### src/rtl/fadd_pipe_ctrl.sv
// Valid/tag tracking and stage-enable control for a three-register fadd/fsub pipeline.
// Bubbles collapse through a combinational ready chain; flush and rst discard in-flight work.
module fadd_pipe_ctrl #(
  parameter int unsigned TAG_W = 5,
  parameter int unsigned CNT_W = 16
) (
  input  logic             clk,
  input  logic             rst,
  input  logic             in_valid,
  input  logic [TAG_W-1:0] in_tag,
  output logic             in_ready,
  output logic             out_valid,
  input  logic             out_ready,
  output logic [TAG_W-1:0] out_tag,
  input  logic             flush,
  output logic             e_ac,
  output logic             e_cn,
  output logic             e_out,
  output logic [1:0]       occupancy,
  output logic             idle,
  output logic [CNT_W-1:0] retired
);

  logic             v1, v2, v3;
  logic [TAG_W-1:0] t1, t2, t3;
  logic [CNT_W-1:0] cnt;
  logic             r1, r2, r3;
  logic             fire;

  // Ready chain: a stage can load when empty or when its successor is draining.
  always_comb begin
    r3       = !v3 | out_ready;
    r2       = !v2 | r3;
    r1       = !v1 | r2;
    in_ready = r1 & !flush & !rst;
    e_ac     = in_valid & in_ready;
    e_cn     = v1 & r2 & !flush & !rst;
    e_out    = v2 & r3 & !flush & !rst;
    fire     = v3 & out_ready & !flush;
  end

  always_ff @(posedge clk) begin
    if (rst) begin
      v1  <= 1'b0;
      v2  <= 1'b0;
      v3  <= 1'b0;
      t1  <= '0;
      t2  <= '0;
      t3  <= '0;
      cnt <= '0;
    end else if (flush) begin
      // Kill all in-flight operations; tags are left as-is.
      v1 <= 1'b0;
      v2 <= 1'b0;
      v3 <= 1'b0;
    end else begin
      if (r1) v1 <= in_valid;
      if (r2) v2 <= v1;
      if (r3) v3 <= v2;
      if (e_ac)  t1 <= in_tag;
      if (e_cn)  t2 <= t1;
      if (e_out) t3 <= t2;
      if (fire)  cnt <= cnt + CNT_W'(1);
    end
  end

  always_comb begin
    out_valid = v3;
    out_tag   = t3;
    occupancy = 2'(v1) + 2'(v2) + 2'(v3);
    idle      = (occupancy == 2'd0);
    retired   = cnt;
  end

endmodule

### config.mk
export PLATFORM = sky130hd
export DESIGN_NAME = fadd_pipe_ctrl
export DESIGN_NICKNAME = d
export VERILOG_FILES = /design/src/rtl/fadd_pipe_ctrl.sv
export SDC_FILE = /design/constraint.sdc
export NUM_CORES = 1
export LEC_CHECK = 0
export ABC_AREA = 0
export BUFFER_PORTS_ARGS = -buffer_cell sky130_fd_sc_hd__clkbuf_2
export CORE_UTILIZATION = 35
export CTS_BUF_LIST = sky130_fd_sc_hd__clkbuf_8
export CTS_CLUSTER_SIZE = 8
export DETAILED_ROUTE_END_ITERATION = 12
export GPL_ROUTABILITY_DRIVEN = 0
export GPL_TIMING_DRIVEN = 0
export PLACE_DENSITY = 0.54
export SLEW_MARGIN = 10
export SYNTH_ARGS = -nofsm -noshare
export SYNTH_HDL_FRONTEND = slang
export SYNTH_SLANG_ARGS = --single-unit
### constraint.sdc
create_clock -name clk -period 2.85 [get_ports clk]
set_input_delay 0.1425 -clock clk [delete_from_list [all_inputs] [get_ports clk]]
set_output_delay 0.1425 -clock clk [all_outputs]
set_load 0.01 [all_outputs]
==> impl_metrics.prom, run 1 <==
# TYPE chip_impl_metric gauge
chip_impl_info{name="result_of_the_run",value="finished, final reports clean"} 1
chip_impl_metric{name="ant_nets",unit=""} 0
chip_impl_info{name="grt_setup_unrepaired",value="no"} 1
chip_impl_metric{name="drt_iter0_markers",unit=""} 48
chip_impl_metric{name="grtUsageMet3",unit="%"} 4.11
chip_impl_metric{name="critical_path_required",unit="ns"} 2.71
chip_impl_metric{name="fin_nets",unit=""} 211
chip_impl_metric{name="cts-root-to-sink-buffers",unit=""} 2
chip_impl_metric{name="power_leakage",unit="nW"} 0.845
chip_impl_metric{name="core_region_area",unit="sq mm"} 0.00403
chip_impl_metric{name="ys_seq_elements",unit=""} 34
chip_impl_metric{name="fin_util",unit="%"} 45.5
chip_impl_metric{name="antenna_found_initial",unit=""} 0
chip_impl_metric{name="grt-ovfl-total",unit=""} 0
chip_impl_metric{name="async_flop_share",unit="%"} 0
chip_impl_info{name="path_class",value="reg -> out"} 1
chip_impl_metric{name="clk_pin_slew",unit="ns"} 0.07
chip_impl_info{name="hold_path_class",value="in -> reg"} 1
chip_impl_metric{name="wire_per_inst",unit="microns"} 12.5
chip_impl_metric{name="vias_per_cell",unit=""} 4.89
chip_impl_info{name="cts_root_buf",value="clkbuf_8"} 1
chip_impl_metric{name="start_util",unit="%"} 36.6
chip_impl_metric{name="detail_route.first_pass.iterations",unit=""} 4
chip_impl_metric{name="finClkSkew",unit="ns"} 0.00388
chip_impl_metric{name="core.rowCount",unit=""} 23
chip_impl_metric{name="layoutNonFillerInstCount",unit=""} 250
chip_impl_metric{name="grt_pass1_wl",unit="mm"} 5.18
chip_impl_metric{name="routed_wirelength",unit="mm"} 3.12
chip_impl_metric{name="cts-resized-gates",unit=""} 0
chip_impl_metric{name="number_of_global_route_vias_before_repair",unit=""} 1190
chip_impl_metric{name="num_vias",unit=""} 1223
chip_impl_metric{name="synth.avg_cell_area",unit="sq um"} 9.56
chip_impl_metric{name="finalMaxSlewViolations",unit=""} 0
chip_impl_metric{name="netlist_area",unit="sq mm"} 0.00147
chip_impl_metric{name="period_share",unit="%"} 61.9
chip_impl_metric{name="worstSkewPairLatency",unit="ns"} 0.28
chip_impl_metric{name="htreeDepth",unit=""} 2
chip_impl_metric{name="area.growth.synth_to_final",unit="%"} 24.6
chip_impl_metric{name="power_density",unit="mW/mm^2"} 514
chip_impl_metric{name="design.die.area",unit="sq mm"} 0.00447
chip_impl_info{name="global_routing_s_busiest_layer",value="met2"} 1
chip_impl_metric{name="detail_route.drc_violations",unit=""} 0
chip_impl_metric{name="syn-instance-count",unit=""} 154
chip_impl_info{name="post_synth_main_area_contributors",value="dfxtp_1 (46%), mux2i_1 (7.5%), nor2_1 (6.4%), xor2_1 (4.2%), mux2_2 (3.8%)"} 1
chip_impl_metric{name="grt_usage",unit="%"} 15.8
chip_impl_metric{name="setup_violations",unit=""} 0
chip_impl_info{name="cts_tree",value="done"} 1
chip_impl_metric{name="ctsHoldBuffers",unit=""} 0
chip_impl_metric{name="period_needed",unit="ns"} 1.76
chip_impl_metric{name="placed_cells",unit=""} 242
chip_impl_metric{name="ios",unit=""} 39
chip_impl_metric{name="placement.io_buffers",unit=""} 38
chip_impl_metric{name="vdd_drop_max",unit="mV"} 0.255
chip_impl_metric{name="worst_margin_slew",unit="ns"} 0.458
chip_impl_metric{name="finalWorstSetupSlack",unit="ns"} 1.09
chip_impl_metric{name="final_layout_size_suffix_gt1_share",unit="%"} 27.5
chip_impl_info{name="synth_top_area_cell",value="dfxtp_1"} 1
chip_impl_metric{name="insertedDiodeCount",unit=""} 0
chip_impl_metric{name="synth_edf_count",unit=""} 0
chip_impl_metric{name="largest_net_degree_at_the_start_of_global_routing",unit=""} 12
chip_impl_metric{name="synth_top_cell_area_share",unit="%"} 46.2
chip_impl_metric{name="arrival",unit="ns"} 1.62
chip_impl_metric{name="fp.dieW",unit="microns"} 66.9
chip_impl_metric{name="syn-num-nets",unit=""} 166
chip_impl_metric{name="slew_headroom",unit="%"} 69.5
chip_impl_metric{name="maxCapViolCount",unit=""} 0
chip_impl_metric{name="clock_sinks",unit=""} 34
chip_impl_metric{name="grt_use_met1",unit="%"} 16.9
chip_impl_metric{name="maxClockFrequency",unit="GHz"} 0.567
chip_impl_metric{name="dp_slack",unit="ns"} 1.22
chip_impl_metric{name="setup_tns",unit="ns"} 0
chip_impl_metric{name="gr-usage-met2",unit="%"} 28.0
chip_impl_metric{name="yosys_warns",unit=""} 0
chip_impl_metric{name="crit_path_max_fanout",unit=""} 8
chip_impl_metric{name="yosys.cell_types.count",unit=""} 30
chip_impl_metric{name="die_h",unit="microns"} 66.9
chip_impl_info{name="postSynth.topFlopCell",value="dfxtp_1"} 1
chip_impl_metric{name="post-cts-setup-buffers",unit=""} 0
chip_impl_metric{name="place_hpwl",unit="mm"} 2.37
chip_impl_info{name="start_kind",value="register"} 1
chip_impl_info{name="critPathCaptureType",value="output pin"} 1
chip_impl_metric{name="ys_seq_area_share",unit="%"} 46.2
chip_impl_metric{name="number_of_buffers_created_by_cts",unit=""} 5
chip_impl_metric{name="hold_viol_final",unit=""} 0
[per-layer routing]
metal | share of wire, % | up-vias | wire length (microns)
li1 | - | 627 | -
met1 | 43 | 560 | 1350
met2 | 51 | 32 | 1590
met3 | 4.9 | 4 | 154
met4 | 0.90 | 0 | 28
met5 | 0 | - | 0
[Yosys cell counts, drive strengths merged (3+ instances only)]
library cell / instances
a21oi: 4
clkbuf: 3
dfxtp: 34
inv: 8
mux2: 5
mux2i: 11
nand2: 7
nand3: 7
nand4: 4
nand4b: 3
nor2: 25
nor2b: 6
nor3: 3
o31ai: 4
or4: 4
xnor2: 4
xor2: 7
[cell type report]
type / instances / area [sq um]
Multi-Input combinational cell: 108 / 739
Buffer: 4 / 22.5
Fill cell: 415 / 2190
Sequential cell: 34 / 681
Tap cell: 50 / 62.6
Clock buffer: 5 / 68.8
Inverter: 8 / 30.0
Timing Repair Buffer: 38 / 190
Clock inverter: 3 / 40.0
[stage by stage]
step / hold slack [ns] / total power, mW / cell area (sq um)
after CTS: 0.0822 / 0.959 / 1830
after detailed placement: 0.380 / 0.528 / 1730
after floorplan: 0.266 / 0.511 / 1470
after global routing: 0.0910 / 0.983 / 1830
final: 0.0892 / 0.942 / 1830
after global placement: 0.372 / 0.527 / 1730
[path summary, 6_finish.rpt]
| path | startpoint | to | slack (ns) | depth (start not counted) |
|---|---|---|---|---|
| max | out_valid | idle | 1.09 | 5 |
| min | in_valid | v1 | 0.09 | 2 |
| max reg2reg | retired[7] | retired[14] | 1.19 | 4 |
| min reg2reg | retired[15] | retired[15] | 0.48 | 2 |
[cell families after synthesis]
| family | count (synthesis) | synth area share [%] |
|---|---|---|
| flip-flops | 34 | 46.2 |
| buffers and inverters | 12 | 3.57 |
| adder cells (fa/ha/maj) | 2 | 2.21 |
| AND/OR/NAND/NOR | 68 | 25.2 |
| AO/OA/AOI/OAI | 11 | 4.93 |
| multiplexers | 16 | 11.3 |
| XOR/XNOR | 11 | 6.54 |
[power breakdown]
| group | leakage (nW) | internal [mW] | switching (mW) |
|---|---|---|---|
| clock network | 0.0579 | 0.257 | 0.168 |
| registers | 0.274 | 0.479 | 0.00235 |
| logic | 0.513 | 0.0145 | 0.0213 |
[layout by cell type (no fill, tap or decap), types with 2 or more instances in the layout]
cell type / n
clkbuf_2: 38
dfxtp_1: 34
nor2_1: 25
mux2i_1: 11
inv_1: 8
nand2_1: 7
xor2_1: 7
nor2b_1: 6
nand3_1: 6
mux2_2: 5
clkbuf_8: 5
nand4_1: 4
o31ai_1: 4
or4_1: 4
a21oi_1: 4
xnor2_1: 4
clkbuf_1: 3
nor3_1: 3
nand4b_1: 3
nand3b_1: 2
nor4_1: 2
o21a_1: 2
clkinv_2: 2
[sequential cells by signal, summed over array words and instances (netlist names)]
name / flops
t2: 5
t1: 5
v1: 1
v2: 1
retired: 16
out_valid: 1
out_tag: 5
[worst max-delay path, cell delays in order (launching register included)]
cell      delay [ns]
dfxtp_1         0.46
inv_1           0.10
fa_1            0.53
inv_1           0.05
nor2_1          0.07
clkbuf_2        0.13
No activity file was read; power rests on OpenSTA's default activity.
==> run 2, diff against run 1 <==
--- a/config.mk
+++ b/config.mk
@@ -13,7 +13,7 @@
 export DETAILED_ROUTE_END_ITERATION = 12
 export GPL_ROUTABILITY_DRIVEN = 0
 export GPL_TIMING_DRIVEN = 0
-export PLACE_DENSITY = 0.54
+export PLACE_DENSITY = 0.56
 export SLEW_MARGIN = 10
 export SYNTH_ARGS = -nofsm -noshare
 export SYNTH_HDL_FRONTEND = slang
==> constraint.sdc (replaced) <==
create_clock -name clk -period 1.48 [get_ports clk]
set_input_delay 0.074 -clock clk [delete_from_list [all_inputs] [get_ports clk]]
set_output_delay 0.074 -clock clk [all_outputs]
set_load 0.01 [all_outputs]
==> impl_metrics.prom, run 2 (synthesized netlist as in run 1, its figures left out) <==
# TYPE chip_impl_metric gauge
chip_impl_info{name="result_of_the_run",value="finished, violations left"} 1
chip_impl_info{name="violated_checks",value="negative setup slack"} 1
chip_impl_metric{name="design.die.area",unit="sq mm"} 0.00447
chip_impl_metric{name="power_density",unit="mW/mm^2"} 839
chip_impl_info{name="grt_setup_unrepaired",value="yes"} 1
chip_impl_metric{name="insertedDiodeCount",unit=""} 0
chip_impl_metric{name="core_region_area",unit="sq mm"} 0.00403
chip_impl_metric{name="setup_violations",unit=""} 1
chip_impl_metric{name="grt_pass1_wl",unit="mm"} 5.30
chip_impl_metric{name="finalWorstSetupSlack",unit="ns"} -0.0493
chip_impl_metric{name="grt_usage",unit="%"} 16.2
chip_impl_info{name="startpoint",value="v2"} 1
chip_impl_metric{name="power_leakage",unit="nW"} 0.919
chip_impl_info{name="r2r_end",value="retired[13]"} 1
chip_impl_info{name="worstReg2RegStart",value="retired[8]"} 1
chip_impl_metric{name="clk_pin_slew",unit="ns"} 0.06
chip_impl_metric{name="period_needed",unit="ns"} 1.53
chip_impl_metric{name="maxClockFrequency",unit="GHz"} 0.654
chip_impl_metric{name="hold_viol_final",unit=""} 0
chip_impl_info{name="path_class",value="reg -> out"} 1
chip_impl_metric{name="worstSkewPairLatency",unit="ns"} 0.29
chip_impl_metric{name="routed_wirelength",unit="mm"} 3.24
chip_impl_metric{name="detail_route.drc_violations",unit=""} 0
chip_impl_metric{name="crit_path_max_fanout",unit=""} 2
chip_impl_info{name="start_kind",value="register"} 1
chip_impl_metric{name="fp.dieW",unit="microns"} 66.9
chip_impl_metric{name="drt_iter0_markers",unit=""} 37
chip_impl_metric{name="number_of_global_route_vias_before_repair",unit=""} 1225
chip_impl_metric{name="cts-root-to-sink-buffers",unit=""} 2
chip_impl_metric{name="worst_margin_slew",unit="ns"} 0.529
chip_impl_info{name="critical_path.endpoint",value="idle"} 1
chip_impl_metric{name="die_h",unit="microns"} 66.9
chip_impl_metric{name="vias_per_cell",unit=""} 4.94
chip_impl_info{name="cts_root_buf",value="clkbuf_8"} 1
chip_impl_metric{name="start_util",unit="%"} 36.6
chip_impl_metric{name="htreeDepth",unit=""} 2
chip_impl_metric{name="maxCapViolCount",unit=""} 0
chip_impl_metric{name="area.growth.synth_to_final",unit="%"} 35.7
chip_impl_info{name="most-common-layout-cells",value="clkbuf_2 (36), nor2_1 (25), dfxtp_1 (20)"} 1
chip_impl_metric{name="place_hpwl",unit="mm"} 2.29
chip_impl_metric{name="critical_path_required",unit="ns"} 1.41
chip_impl_metric{name="clock_sinks",unit=""} 34
chip_impl_metric{name="final_layout_size_suffix_gt1_share",unit="%"} 44.8
chip_impl_info{name="hold_path_class",value="in -> reg"} 1
chip_impl_metric{name="placement.io_buffers",unit=""} 38
chip_impl_metric{name="vdd_drop_max",unit="mV"} 0.548
chip_impl_metric{name="grt-ovfl-total",unit=""} 0
chip_impl_metric{name="r2r.worst_path.cells",unit=""} 4
chip_impl_metric{name="setup_tns",unit="ns"} -0.0493
chip_impl_info{name="critPathCaptureType",value="output pin"} 1
chip_impl_metric{name="ctsHoldBuffers",unit=""} 0
chip_impl_metric{name="layoutNonFillerInstCount",unit=""} 260
chip_impl_metric{name="core.rowCount",unit=""} 23
chip_impl_metric{name="finalMaxSlewViolations",unit=""} 0
chip_impl_metric{name="num_vias",unit=""} 1285
chip_impl_metric{name="ant_nets",unit=""} 0
chip_impl_metric{name="arrival",unit="ns"} 1.46
chip_impl_metric{name="detail_route.first_pass.iterations",unit=""} 4
chip_impl_metric{name="slew_headroom",unit="%"} 64.7
chip_impl_metric{name="placed_cells",unit=""} 242
chip_impl_metric{name="number_of_flip_flops_under_the_largest_register_name",unit=""} 16
chip_impl_metric{name="fin_util",unit="%"} 49.6
chip_impl_metric{name="finish.instance_area",unit="sq mm"} 0.00200
chip_impl_metric{name="ios",unit=""} 39
chip_impl_metric{name="fin_nets",unit=""} 221
chip_impl_metric{name="design_power_total",unit="mW"} 1.68
chip_impl_info{name="most_common_library_cell_in_the_layout_ignoring_fill_and_taps",value="clkbuf_2"} 1
chip_impl_metric{name="wire_per_inst",unit="microns"} 12.5
chip_impl_metric{name="antenna_found_initial",unit=""} 0
chip_impl_metric{name="dpl-instance-area",unit="sq mm"} 0.00174
chip_impl_info{name="cts_tree",value="done"} 1
chip_impl_metric{name="largest_net_degree_at_the_start_of_global_routing",unit=""} 11
chip_impl_metric{name="finClkSkew",unit="ns"} 0.00444
chip_impl_metric{name="period_share",unit="%"} 103
chip_impl_metric{name="reg2reg_slack",unit="ns"} 0.04
chip_impl_metric{name="number_of_buffers_created_by_cts",unit=""} 5
==> run 2: cell count changes in the layout (fill, tap and decap cells not counted), moves of 6 or more <==
cell / change
dfxtp_4: +6
dfxtp_2: +8
dfxtp_1: -14
buf_4: +10
==> run 2: how the worst min path moves through the flow <==
| stage | start | end | slack [ns] | cells past startpoint |
|---|---|---|---|---|
| finish | in_tag[4] | t1[4] | 0.02 | 3 |
| global route | in_valid | v1 | 0.04 | 2 |
| CTS | in_tag[0] | t1[0] | 0.01 | 3 |
| detailed placement | in_valid | v1 | 0.31 | 2 |
| global placement | in_tag[0] | t1[0] | 0.31 | 3 |
| floorplan | in_valid | v1 | 0.20 | 1 |
==> run 2: critical path, cell delays in order (launching register included) <==
cell,delay [ns]
dfxtp_2,0.35
inv_2,0.04
fa_1,0.53
inv_1,0.05
nor2_1,0.07
buf_2,0.13
==> run 2: timing repair <==
action                                  in CTS  in global routing
endpoints found under the setup margin      10                  9
pin swaps                                    5                  5
setup buffers                                8                  2
gates resized for setup                     18                 17
==> run 2: cell type report <==
cell class / count / area (sq um)
inverter: 8 / 30.0
clock buffer: 6 / 82.6
timing repair buffer: 48 / 265
clock inverter: 2 / 8.76
tap: 50 / 62.6
buffer: 4 / 22.5
sequential: 34 / 713
fill: 400 / 2030
multi-input combinational: 108 / 813
==> run 2: power breakdown <==
| group | switching, mW | leakage, nW | internal [mW] |
|---|---|---|---|
| combinational | 0.0430 | 0.584 | 0.0298 |
| sequential | 0.00457 | 0.283 | 0.911 |
| clock | 0.320 | 0.0524 | 0.368 |
| total | 0.368 | 0.919 | 1.31 |
==> run 2: stage by stage <==
stage	setup slack [ns]	hold WS, ns
after floorplan	0.0179	0.198
after global placement	-0.0734	0.305
after detailed placement	-0.0825	0.309
after CTS	-0.0717	0.0133
after global routing	-0.109	0.0397
final	-0.0493	0.0212
==> run 2: per-layer routing <==
metal,wire length [microns],global-route usage (%),share of wire (%)
met5,0,0,0
met4,60,7.18,1.8
met3,140,4.62,4.3
met2,1720,30.8,53
met1,1320,16.0,41
==> run 3, diff against run 2 <==
--- a/config.mk
+++ b/config.mk
@@ -7,13 +7,15 @@
 export LEC_CHECK = 0
 export ABC_AREA = 0
 export BUFFER_PORTS_ARGS = -buffer_cell sky130_fd_sc_hd__clkbuf_2
+export CELL_PAD_IN_SITES_DETAIL_PLACEMENT = 1
+export CELL_PAD_IN_SITES_GLOBAL_PLACEMENT = 1
 export CORE_UTILIZATION = 35
 export CTS_BUF_LIST = sky130_fd_sc_hd__clkbuf_8
 export CTS_CLUSTER_SIZE = 8
 export DETAILED_ROUTE_END_ITERATION = 12
 export GPL_ROUTABILITY_DRIVEN = 0
 export GPL_TIMING_DRIVEN = 0
-export PLACE_DENSITY = 0.56
+export PLACE_DENSITY_LB_ADDON = 0.1
 export SLEW_MARGIN = 10
 export SYNTH_ARGS = -nofsm -noshare
 export SYNTH_HDL_FRONTEND = slang
==> impl_metrics.prom, run 3 (synthesized netlist as in run 1, its figures left out) <==
# TYPE chip_impl_metric gauge
chip_impl_info{name="crit_path_frequent_cell",value="inv_2"} 1
chip_impl_info{name="standard_cell_with_the_maximum_stage_delay_on_the_critical_path",value="fa_1"} 1
chip_impl_metric{name="multiInputGateArea",unit="sq um"} 841
chip_impl_info{name="hold_path_class",value="in -> reg"} 1
chip_impl_metric{name="finalHoldWorstSlack",unit="ns"} 0.0208
chip_impl_metric{name="hold_viol_final",unit=""} 0
chip_impl_metric{name="grt_pass1_wl",unit="mm"} 5.84
chip_impl_metric{name="placement.io_buffers",unit=""} 38
chip_impl_metric{name="number_of_buffers_created_by_cts",unit=""} 5
chip_impl_metric{name="layout.area.seq",unit="sq um"} 709
chip_impl_metric{name="clk_pin_slew",unit="ns"} 0.07
chip_impl_metric{name="vdd_drop_max",unit="mV"} 0.663
chip_impl_metric{name="num_vias",unit=""} 1311
chip_impl_metric{name="slew_headroom",unit="%"} 61.0
chip_impl_metric{name="ant_nets",unit=""} 0
chip_impl_metric{name="antenna_found_initial",unit=""} 0
chip_impl_metric{name="htreeDepth",unit=""} 2
chip_impl_info{name="grt_setup_unrepaired",value="yes"} 1
chip_impl_metric{name="finClkSkew",unit="ns"} 0.00855
chip_impl_metric{name="fillers",unit=""} 476
chip_impl_metric{name="period_share",unit="%"} 103
chip_impl_metric{name="grt-ovfl-total",unit=""} 0
chip_impl_metric{name="finalWorstSetupSlack",unit="ns"} -0.0384
chip_impl_metric{name="vias_per_cell",unit=""} 4.95
chip_impl_info{name="start_kind",value="register"} 1
chip_impl_metric{name="start_util",unit="%"} 36.6
chip_impl_metric{name="fp.dieW",unit="microns"} 66.9
chip_impl_metric{name="final_layout_size_suffix_gt1_share",unit="%"} 48.8
chip_impl_metric{name="maxCapViolCount",unit=""} 0
chip_impl_info{name="result_of_the_run",value="finished, violations left"} 1
chip_impl_metric{name="place_hpwl",unit="mm"} 2.49
chip_impl_metric{name="finalMaxSlewViolations",unit=""} 0
chip_impl_metric{name="cts-root-to-sink-buffers",unit=""} 2
chip_impl_metric{name="power_leakage",unit="nW"} 0.967
chip_impl_metric{name="clock_sinks",unit=""} 34
chip_impl_metric{name="core.rowCount",unit=""} 23
chip_impl_info{name="worstPathCellList",value="inv_2 -> fa_1 -> inv_2 -> nor2_2 -> buf_2"} 1
chip_impl_metric{name="largest_net_degree_at_the_start_of_global_routing",unit=""} 12
chip_impl_metric{name="grt_usage",unit="%"} 17.9
chip_impl_metric{name="routed_wirelength",unit="mm"} 3.85
chip_impl_metric{name="period_needed",unit="ns"} 1.52
chip_impl_metric{name="setup_violations",unit=""} 1
chip_impl_metric{name="setup_tns",unit="ns"} -0.0384
chip_impl_metric{name="fin_nets",unit=""} 226
chip_impl_metric{name="max_incr_delay_on_cp",unit="ns"} 0.54
chip_impl_info{name="violated_checks",value="negative setup slack"} 1
chip_impl_metric{name="dpl-instance-area",unit="sq mm"} 0.00174
chip_impl_metric{name="dp_slack",unit="ns"} -0.0924
chip_impl_metric{name="core_region_area",unit="sq mm"} 0.00403
chip_impl_metric{name="area.growth.synth_to_final",unit="%"} 43.8
chip_impl_metric{name="finish.instance_area",unit="sq mm"} 0.00212
chip_impl_metric{name="die_h",unit="microns"} 66.9
chip_impl_info{name="cts_root_buf",value="clkbuf_8"} 1
chip_impl_info{name="cts_tree",value="done"} 1
chip_impl_metric{name="power_density",unit="mW/mm^2"} 980
chip_impl_metric{name="detail_route.drc_violations",unit=""} 0
chip_impl_metric{name="drt_iter0_markers",unit=""} 39
chip_impl_metric{name="maxClockFrequency",unit="GHz"} 0.659
chip_impl_metric{name="detail_route.first_pass.iterations",unit=""} 4
chip_impl_metric{name="insertedDiodeCount",unit=""} 0
chip_impl_metric{name="worstSkewPairLatency",unit="ns"} 0.29
chip_impl_metric{name="crit_path_max_fanout",unit=""} 2
chip_impl_info{name="critPathCaptureType",value="output pin"} 1
chip_impl_info{name="most_common_library_cell_in_the_layout_ignoring_fill_and_taps",value="clkbuf_2"} 1
chip_impl_metric{name="arrival",unit="ns"} 1.44
chip_impl_metric{name="design.die.area",unit="sq mm"} 0.00447
chip_impl_metric{name="number_of_global_route_vias_before_repair",unit=""} 1231
chip_impl_info{name="path_class",value="reg -> out"} 1
chip_impl_metric{name="worst_margin_slew",unit="ns"} 0.583
chip_impl_info{name="most-common-layout-cells",value="clkbuf_2 (36), nor2_1 (23), dfxtp_1 (21)"} 1
chip_impl_metric{name="ios",unit=""} 39
chip_impl_metric{name="critical_path_required",unit="ns"} 1.41
chip_impl_metric{name="number_of_flip_flops_under_the_largest_register_name",unit=""} 16
chip_impl_metric{name="wire_per_inst",unit="microns"} 14.5
==> run 3: changes by cell type in the layout (fill, tap and decap cells not counted), sizes merged <==
cell / previous run / this run
inv: 9 / 8
buf: 13 / 18
bufinv: 0 / 2
clkinv: 1 / 0
==> run 3: layout make-up <==
type / count / share of cell area, %
plain buffers: 4 / 1.06
clock buffers: 6 / 3.90
clock inverters: 2 / 2.84
inverters: 8 / 1.42
multi-input cells: 108 / 39.7
flip-flops and latches: 34 / 33.5
well taps: 50 / 2.96
repair buffers: 53 / 14.6
==> run 3: metal layers <==
layer	global-route usage (%)	routed length, microns
met5	0	0
met4	6.38	36
met3	5.65	120
met2	31.4	2050
met1	19.9	1650
==> run 3: worst max-delay path: cells and delay by family (launching register included) <==
kind                       cells  cell delay [ns]
DFF                            1             0.34
and+or+nand+nor                1             0.06
adders and majority gates      1             0.54
buffers and inverters          3             0.22
==> run 3: what timing repair did <==
action	in CTS	in global routing
resized for setup	21	21
buffers inserted	5	10
hold buffers	0	0
pin swaps	7	5
setup endpoints to repair	16	8
==> run 3: per-stage QoR <==
step                cells  power, mW  util (%)
finish                265       2.07      52.5
global route          265       2.14      52.5
CTS                   255       2.09      49.1
detailed placement    242       1.02      43.1
global placement      242       1.02      43.1
floorplan             154      0.983         -
==> run 3: path summary, 6_finish.rpt <==
check | slack (ns) | start | end | depth (start not counted)
setup / recovery | -0.04 | v2 | idle | 5
hold / removal | 0.02 | in_tag[4] | t1[4] | 3
setup reg to reg | 0.01 | out_valid | retired[12] | 5
hold reg to reg | 0.48 | t2[2] | out_tag[2] | 2
==> run 3: power by group <==
part / internal (mW) / switching, mW / total [mW]
clock: 0.719 / 0.355 / 1.07
sequential: 0.912 / 0.00474 / 0.917
combinational: 0.0353 / 0.0483 / 0.0835
total: 1.67 / 0.408 / 2.07
